### src/rtl/gpio_in_filter_pkg.sv
// Shared types and constants for the GPIO input conditioning stage.
package gpio_in_filter_pkg;

  localparam int GPIO_FLT_CNT_W = 16;

  typedef enum logic {
    GPIO_FLT_STABLE   = 1'b0,
    GPIO_FLT_SETTLING = 1'b1
  } type_gpio_flt_state_e;

endpackage

### src/rtl/gpio_in_filter_if.sv
// Pad-side / config bundle for the GPIO input filter.
// Level signals only, no valid/ready: every field is sampled or driven on every clk cycle.
interface gpio_in_filter_if #(
  parameter int NUM_PINS = 8,
  parameter int CNT_W    = 16
);
  logic [NUM_PINS-1:0] pin_i;
  logic [NUM_PINS-1:0] db_en_i;
  logic [CNT_W-1:0]    db_limit_i;
  logic [NUM_PINS-1:0] pin_o;
  logic [NUM_PINS-1:0] rise_o;
  logic [NUM_PINS-1:0] fall_o;
  logic [NUM_PINS-1:0] settling_o;

  modport master (
    output pin_i, db_en_i, db_limit_i,
    input  pin_o, rise_o, fall_o, settling_o
  );

  modport slave (
    input  pin_i, db_en_i, db_limit_i,
    output pin_o, rise_o, fall_o, settling_o
  );
endinterface

### src/rtl/gpio_in_filter_pin.sv
// One pin: synchroniser, STABLE/SETTLING debounce FSM with saturating counter, edge detect.
module gpio_pin_filter
  import gpio_in_filter_pkg::*;
#(
  parameter int SYNC_STAGES = 2,
  parameter int CNT_W       = GPIO_FLT_CNT_W
) (
  input  logic                 clk,
  input  logic                 rst_n,
  input  logic                 pin_i,
  input  logic                 db_en_i,
  input  logic [CNT_W-1:0]     db_limit_i,
  output logic                 pin_o,
  output logic                 rise_o,
  output logic                 fall_o,
  output type_gpio_flt_state_e state_o
);

  logic [SYNC_STAGES-1:0] sync_q;
  logic                   s;
  type_gpio_flt_state_e   state_q, state_d;
  logic [CNT_W-1:0]       cnt_q, cnt_d;
  logic [CNT_W-1:0]       eff_lim;
  logic                   pin_q, pin_d;
  logic                   pin_dly_q;

  assign s = sync_q[SYNC_STAGES-1];

  // A limit of zero would accept instantly; treat it as one cycle.
  assign eff_lim = (db_limit_i == '0) ? CNT_W'(1) : db_limit_i;

  always_ff @(posedge clk or negedge rst_n) begin
    if (!rst_n) begin
      sync_q    <= '0;
      state_q   <= GPIO_FLT_STABLE;
      cnt_q     <= '0;
      pin_q     <= 1'b0;
      pin_dly_q <= 1'b0;
    end else begin
      sync_q    <= {sync_q[SYNC_STAGES-2:0], pin_i};
      state_q   <= state_d;
      cnt_q     <= cnt_d;
      pin_q     <= pin_d;
      pin_dly_q <= pin_q;
    end
  end

  always_comb begin
    state_d = state_q;
    cnt_d   = cnt_q;
    pin_d   = pin_q;
    if (!db_en_i) begin
      state_d = GPIO_FLT_STABLE;
      cnt_d   = '0;
      pin_d   = s;
    end else begin
      case (state_q)
        GPIO_FLT_STABLE: begin
          if (s != pin_q) begin
            state_d = GPIO_FLT_SETTLING;
            cnt_d   = CNT_W'(1);
          end else begin
            cnt_d = '0;
          end
        end
        GPIO_FLT_SETTLING: begin
          if (s == pin_q) begin
            state_d = GPIO_FLT_STABLE;
            cnt_d   = '0;
          end else if (cnt_q >= eff_lim) begin
            // >= so a limit lowered mid-settle below cnt accepts right away.
            state_d = GPIO_FLT_STABLE;
            cnt_d   = '0;
            pin_d   = s;
          end else if (cnt_q != '1) begin
            cnt_d = cnt_q + CNT_W'(1);
          end
        end
        default: begin
          state_d = GPIO_FLT_STABLE;
          cnt_d   = '0;
        end
      endcase
    end
  end

  assign pin_o   = pin_q;
  assign rise_o  = pin_q & ~pin_dly_q;
  assign fall_o  = ~pin_q & pin_dly_q;
  assign state_o = state_q;

endmodule

### src/rtl/gpio_in_filter.sv
// GPIO input conditioning: NUM_PINS fully independent per-pin debounce filters.
module gpio_in_filter
  import gpio_in_filter_pkg::*;
#(
  parameter int NUM_PINS    = 8,
  parameter int SYNC_STAGES = 2,  // legal range 2..4
  parameter int CNT_W       = GPIO_FLT_CNT_W
) (
  input  logic         clk,
  input  logic         rst_n,
  gpio_in_filter_if.slave bus
);

  logic [NUM_PINS-1:0]  pin_v;
  logic [NUM_PINS-1:0]  rise_v;
  logic [NUM_PINS-1:0]  fall_v;
  logic [NUM_PINS-1:0]  settle_v;
  type_gpio_flt_state_e state_v [NUM_PINS];

  for (genvar i = 0; i < NUM_PINS; i++) begin : g_pin
    gpio_pin_filter #(
      .SYNC_STAGES(SYNC_STAGES),
      .CNT_W      (CNT_W)
    ) u_pin (
      .clk       (clk),
      .rst_n     (rst_n),
      .pin_i     (bus.pin_i[i]),
      .db_en_i   (bus.db_en_i[i]),
      .db_limit_i(bus.db_limit_i),
      .pin_o     (pin_v[i]),
      .rise_o    (rise_v[i]),
      .fall_o    (fall_v[i]),
      .state_o   (state_v[i])
    );
    assign settle_v[i] = (state_v[i] == GPIO_FLT_SETTLING);
  end

  assign bus.pin_o      = pin_v;
  assign bus.rise_o     = rise_v;
  assign bus.fall_o     = fall_v;
  assign bus.settling_o = settle_v;

endmodule

### src/flat_wrapper.sv
// flat-port wrapper written by rule: the top's interface ports become plain ports
module gpio_in_filter_flat import gpio_in_filter_pkg::*;
#(
  parameter int NUM_PINS    = 8,
  parameter int SYNC_STAGES = 2,                     
  parameter int CNT_W       = GPIO_FLT_CNT_W
)
  (clk, rst_n, bus_pin_i, bus_db_en_i, bus_db_limit_i, bus_pin_o, bus_rise_o, bus_fall_o, bus_settling_o);
  gpio_in_filter_if #(.NUM_PINS(NUM_PINS), .CNT_W(CNT_W)) bus_i ();
  input  logic clk;
  input  logic rst_n;
  input wire logic [$bits(bus_i.pin_i)-1:0] bus_pin_i;
  input wire logic [$bits(bus_i.db_en_i)-1:0] bus_db_en_i;
  input wire logic [$bits(bus_i.db_limit_i)-1:0] bus_db_limit_i;
  output wire logic [$bits(bus_i.pin_o)-1:0] bus_pin_o;
  output wire logic [$bits(bus_i.rise_o)-1:0] bus_rise_o;
  output wire logic [$bits(bus_i.fall_o)-1:0] bus_fall_o;
  output wire logic [$bits(bus_i.settling_o)-1:0] bus_settling_o;
  assign bus_i.pin_i = bus_pin_i;
  assign bus_i.db_en_i = bus_db_en_i;
  assign bus_i.db_limit_i = bus_db_limit_i;
  assign bus_pin_o = bus_i.pin_o;
  assign bus_rise_o = bus_i.rise_o;
  assign bus_fall_o = bus_i.fall_o;
  assign bus_settling_o = bus_i.settling_o;
  gpio_in_filter #(.NUM_PINS(NUM_PINS), .SYNC_STAGES(SYNC_STAGES), .CNT_W(CNT_W)) u_core (.clk(clk), .rst_n(rst_n), .bus(bus_i));
endmodule
### config.mk
export PLATFORM = sky130hd
export DESIGN_NAME = gpio_in_filter_flat
export DESIGN_NICKNAME = d
export VERILOG_FILES = /design/src/rtl/gpio_in_filter_pkg.sv /design/src/rtl/gpio_in_filter_if.sv /design/src/rtl/gpio_in_filter_pin.sv /design/src/rtl/gpio_in_filter.sv /design/src/flat_wrapper.sv
export SDC_FILE = /design/constraint.sdc
export NUM_CORES = 1
export LEC_CHECK = 0
export BUFFER_PORTS_ARGS = -buffer_cell sky130_fd_sc_hd__buf_4
export CAP_MARGIN = 25
export CORE_MARGIN = 8
export CORE_UTILIZATION = 55
export CTS_CLUSTER_DIAMETER = 40
export DETAILED_ROUTE_END_ITERATION = 10
export PLACE_DENSITY = 0.73
export SLEW_MARGIN = 25
export SYNTH_ARGS = -nofsm -noshare
export SYNTH_HDL_FRONTEND = slang
export SYNTH_SLANG_ARGS = --single-unit
### constraint.sdc
create_clock -name clk -period 3.5 [get_ports clk]
set_input_delay 0.35 -clock clk [delete_from_list [all_inputs] [get_ports clk]]
set_output_delay 0.35 -clock clk [all_outputs]
set_load 0.03 [all_outputs]
==> reports/summary.txt <==
Mapped Area - 10800 um^2
Post-synth ARST share - 100%
Final Critical Period - 3140 ps
CP Cell Sequence - buf_4, nor4_1, a41o_1, ha_1, nand2b_1, a2111oi_0, o21ai_0, a221oi_2, buf_4, nand4_2, buf_12, a211oi_1
Total Wirelength - 24.6 mm
Register area share after synthesis - 38.8%
Gr ovfl total - 0
Clock Skews - 6.33 ps
Setup ws final - 359 ps
Area grow syn2layout - 11.9%
Family with the most delay on the worst path - compound AO/OA/AOI/OAI gates
Post-synth EDFFs - 0
Top cell type's share of synthesized area - 38.8%
Count leader, synth - nor2_1
Layout cell share with drive strength beyond 1 - 11.2%
Setup-failing EPs final - 0
Worst slew pin tran - 777 ps
# clock sinks - 168
Max-slew headroom at the worst pin - 48.2%
Status - finished with violations
Syn Nets - 1345
DR iter-0 viols - 414
Endpoint class of the critical path - flip-flop
CTS clk-pin slew, worst paths - 70 ps
WL met3 - 1.45 mm
TritonRoute pass-1 iters - 5
CP startpoint - bus_db_limit_i[1]
Synth area leader - dfrtp_1
DRC Markers - 0
# diodes - 0
Max FO, Critical Path - 15
Crit path DAT - 3490 ps
Crit path buffers/inverters - 3
Static leakage - 5.42 nW
CP required - 3840 ps
Chip Width - 156 um
Core area - 19400 um^2
Clk Latency, worst-skew pair - 440 ps
RD Place Congestion - 0.868
Yosys reg bits - 168
Worst hold path type - input port to asynchronous set/reset pin
Fmax - 318 MHz
CTS tree - yes
Pins over their slew limit - 0
H-tree depth - 4
Number of nets in the layout - 1402
Hold Violations, Final - 41
Synth Flop Type - dfrtp_1
Distinct cells, synth - 56
Critical Path Source Type - input port
Mapped Avg Cell Area - 9.23 um^2
Total GRT Usage - 21.0%
Die area - 24500 um^2
Vias in the first global route - 8469
Cell Pwr Density - 361 nW/um^2
Row count - 51
Worst path max stage delay - 590 ps
Via count - 8651
Post-DP HPWL - 17.4 mm
First-pass GRT wire length - 41.4 mm
Remaining antenna violation count - 0
Fraction of the cycle the final worst path needs - 89.7%
Critical path class - input port to flip-flop
Critical Path Most Common Cell - buf_4
DR WL met2 - 11.5 mm
Initial Util - 55.9%
Main area contributors after synthesis - dfrtp_1, ha_1, nor2_1
Final hold slack - -43.7 ps
Reg2reg start - u_core.g_pin[4].u_pin.cnt_q[13]$_DFFE_PN0P_
RSZ-0062 raised after global routing - false
Die height - 156 um
Synth Instances - 1175
VDD IR max - 0.320 mV
Post-synth top cells - nor2_1, dfrtp_1, ha_1, nand2_1, a21oi_1
I/O Buffers - 65
Violated checks - hold timing
Wl on met1 - 11.2 mm
Setup bufs post-CTS - 0
Total Power - 4.38 mW
Root buf cell - clkbuf_16
Crit path max-delay cell type - nor4_1
Avg WL per Cell - 16.3 um
CTS Buffer Depth - 2
Place WS - -72.3 ps
Max-Cap Viols - 0
CTS buffer count - 17
Uppermost layer routed - met4
Synth warn - 0
Largest net degree at the start of global routing - 83
Number of I/O pins - 66
Initial antenna violation count - 0
Vias per cell - 5.73
## per-layer routing
metal,up-vias,track usage [%]
met4,0,6.59
li1,4252,-
met1,4168,27.4
met5,-,0
met2,192,34.1
met3,39,4.72
## final timing paths
path | end | slack [ps] | cells past startpoint
worst max-delay path | u_core.g_pin[5].u_pin.cnt_q[14]$_DFFE_PN0P_ | 360 | 12
min in group clk | u_core.g_pin[4].u_pin.sync_q[0]$_DFF_PN0_ | 20 | 1
worst max register to register | u_core.g_pin[4].u_pin.cnt_q[12]$_DFFE_PN0P_ | 970 | 7
worst min register to register | u_core.g_pin[4].u_pin.sync_q[1]$_DFF_PN0_ | 350 | 0
worst min-delay path | u_core.g_pin[5].u_pin.cnt_q[14]$_DFFE_PN0P_ | -40 | 1
max in group asynchronous | u_core.g_pin[3].u_pin.cnt_q[6]$_DFFE_PN0P_ | 2750 | 2
## cell usage in the layout, fill, tap and decap left out, types with 11 or more instances in the layout
cell type    n
nor2_1     170
dfrtp_1    168
ha_1       136
nand2_1    104
buf_4       83
a21oi_1     65
xnor2_1     49
xor2_1      48
nand3_1     46
nor3_1      42
inv_1       40
nand4_1     40
o21ai_0     34
nor2b_1     24
and3_1      24
clkbuf_16   17
nor4_1      16
a211oi_1    12
a31oi_1     11
## worst register-to-register path: stages, from the launching register on
cell,delay [ps]
dfrtp_1,460
ha_1,350
a21oi_1,120
o21ai_0,110
nor4_1,310
o21ai_0,250
or3_1,590
nor3b_1,260
## cell families (layout without fill, tap and decap cells)
group | Yosys count | count (layout) | share of synthesized area (%)
muxes | 15 | 15 | 1.48
xor gates and xnor gates | 97 | 97 | 7.83
AOI/OAI and AO/OA | 158 | 158 | 8.92
DFF | 168 | 168 | 38.8
and+or+nand+nor | 510 | 510 | 22.9
adders and majority gates | 136 | 136 | 15.7
buffers and inverters | 91 | 161 | 4.38
## final cells by class
class / instances / area (um^2)
timing repair buffer: 89 / 714
fill: 1690 / 7260
inverter: 40 / 150
clock buffer: 18 / 429
sequential: 168 / 4200
clock inverter: 14 / 139
tap: 265 / 332
multi-input combinational: 916 / 6170
## flip-flops by register name (all words and copies together) (netlist names)
| signal | cells |
|---|---|
| u_core.g_pin.u_pin.pin_o | 8 |
| u_core.g_pin.u_pin.cnt_q | 128 |
| u_core.g_pin.u_pin.state_o | 8 |
| u_core.g_pin.u_pin.sync_q | 16 |
| u_core.g_pin.u_pin.pin_dly_q | 8 |
## report_power, final
group / switching, mW / total [mW] / internal (mW)
sequential: 0.0517 / 2.04 / 1.99
clock: 0.846 / 1.84 / 0.996
combinational: 0.309 / 0.499 / 0.190
## repair_timing
item                      4_1_cts  5_1_grt
hold endpoints to repair        1        1
resized for setup               0        0
hold buffers                    1        1
## metrics by stage
step	instance area [um^2]	util (%)	TNS [ps]	cells	hold slack (ps)
2_1_floorplan	10800	-	0	1175	54.4
3_3_place_gp	11500	59.5	0	1476	333
3_5_place_dp	11500	59.5	-225	1476	336
4_1_cts	12100	62.5	0	1509	4.17
5_1_grt	12100	62.6	0	1510	1.43
6_report	12100	62.6	0	1510	-43.7
Note: power is estimated with default switching activity, not from simulation.
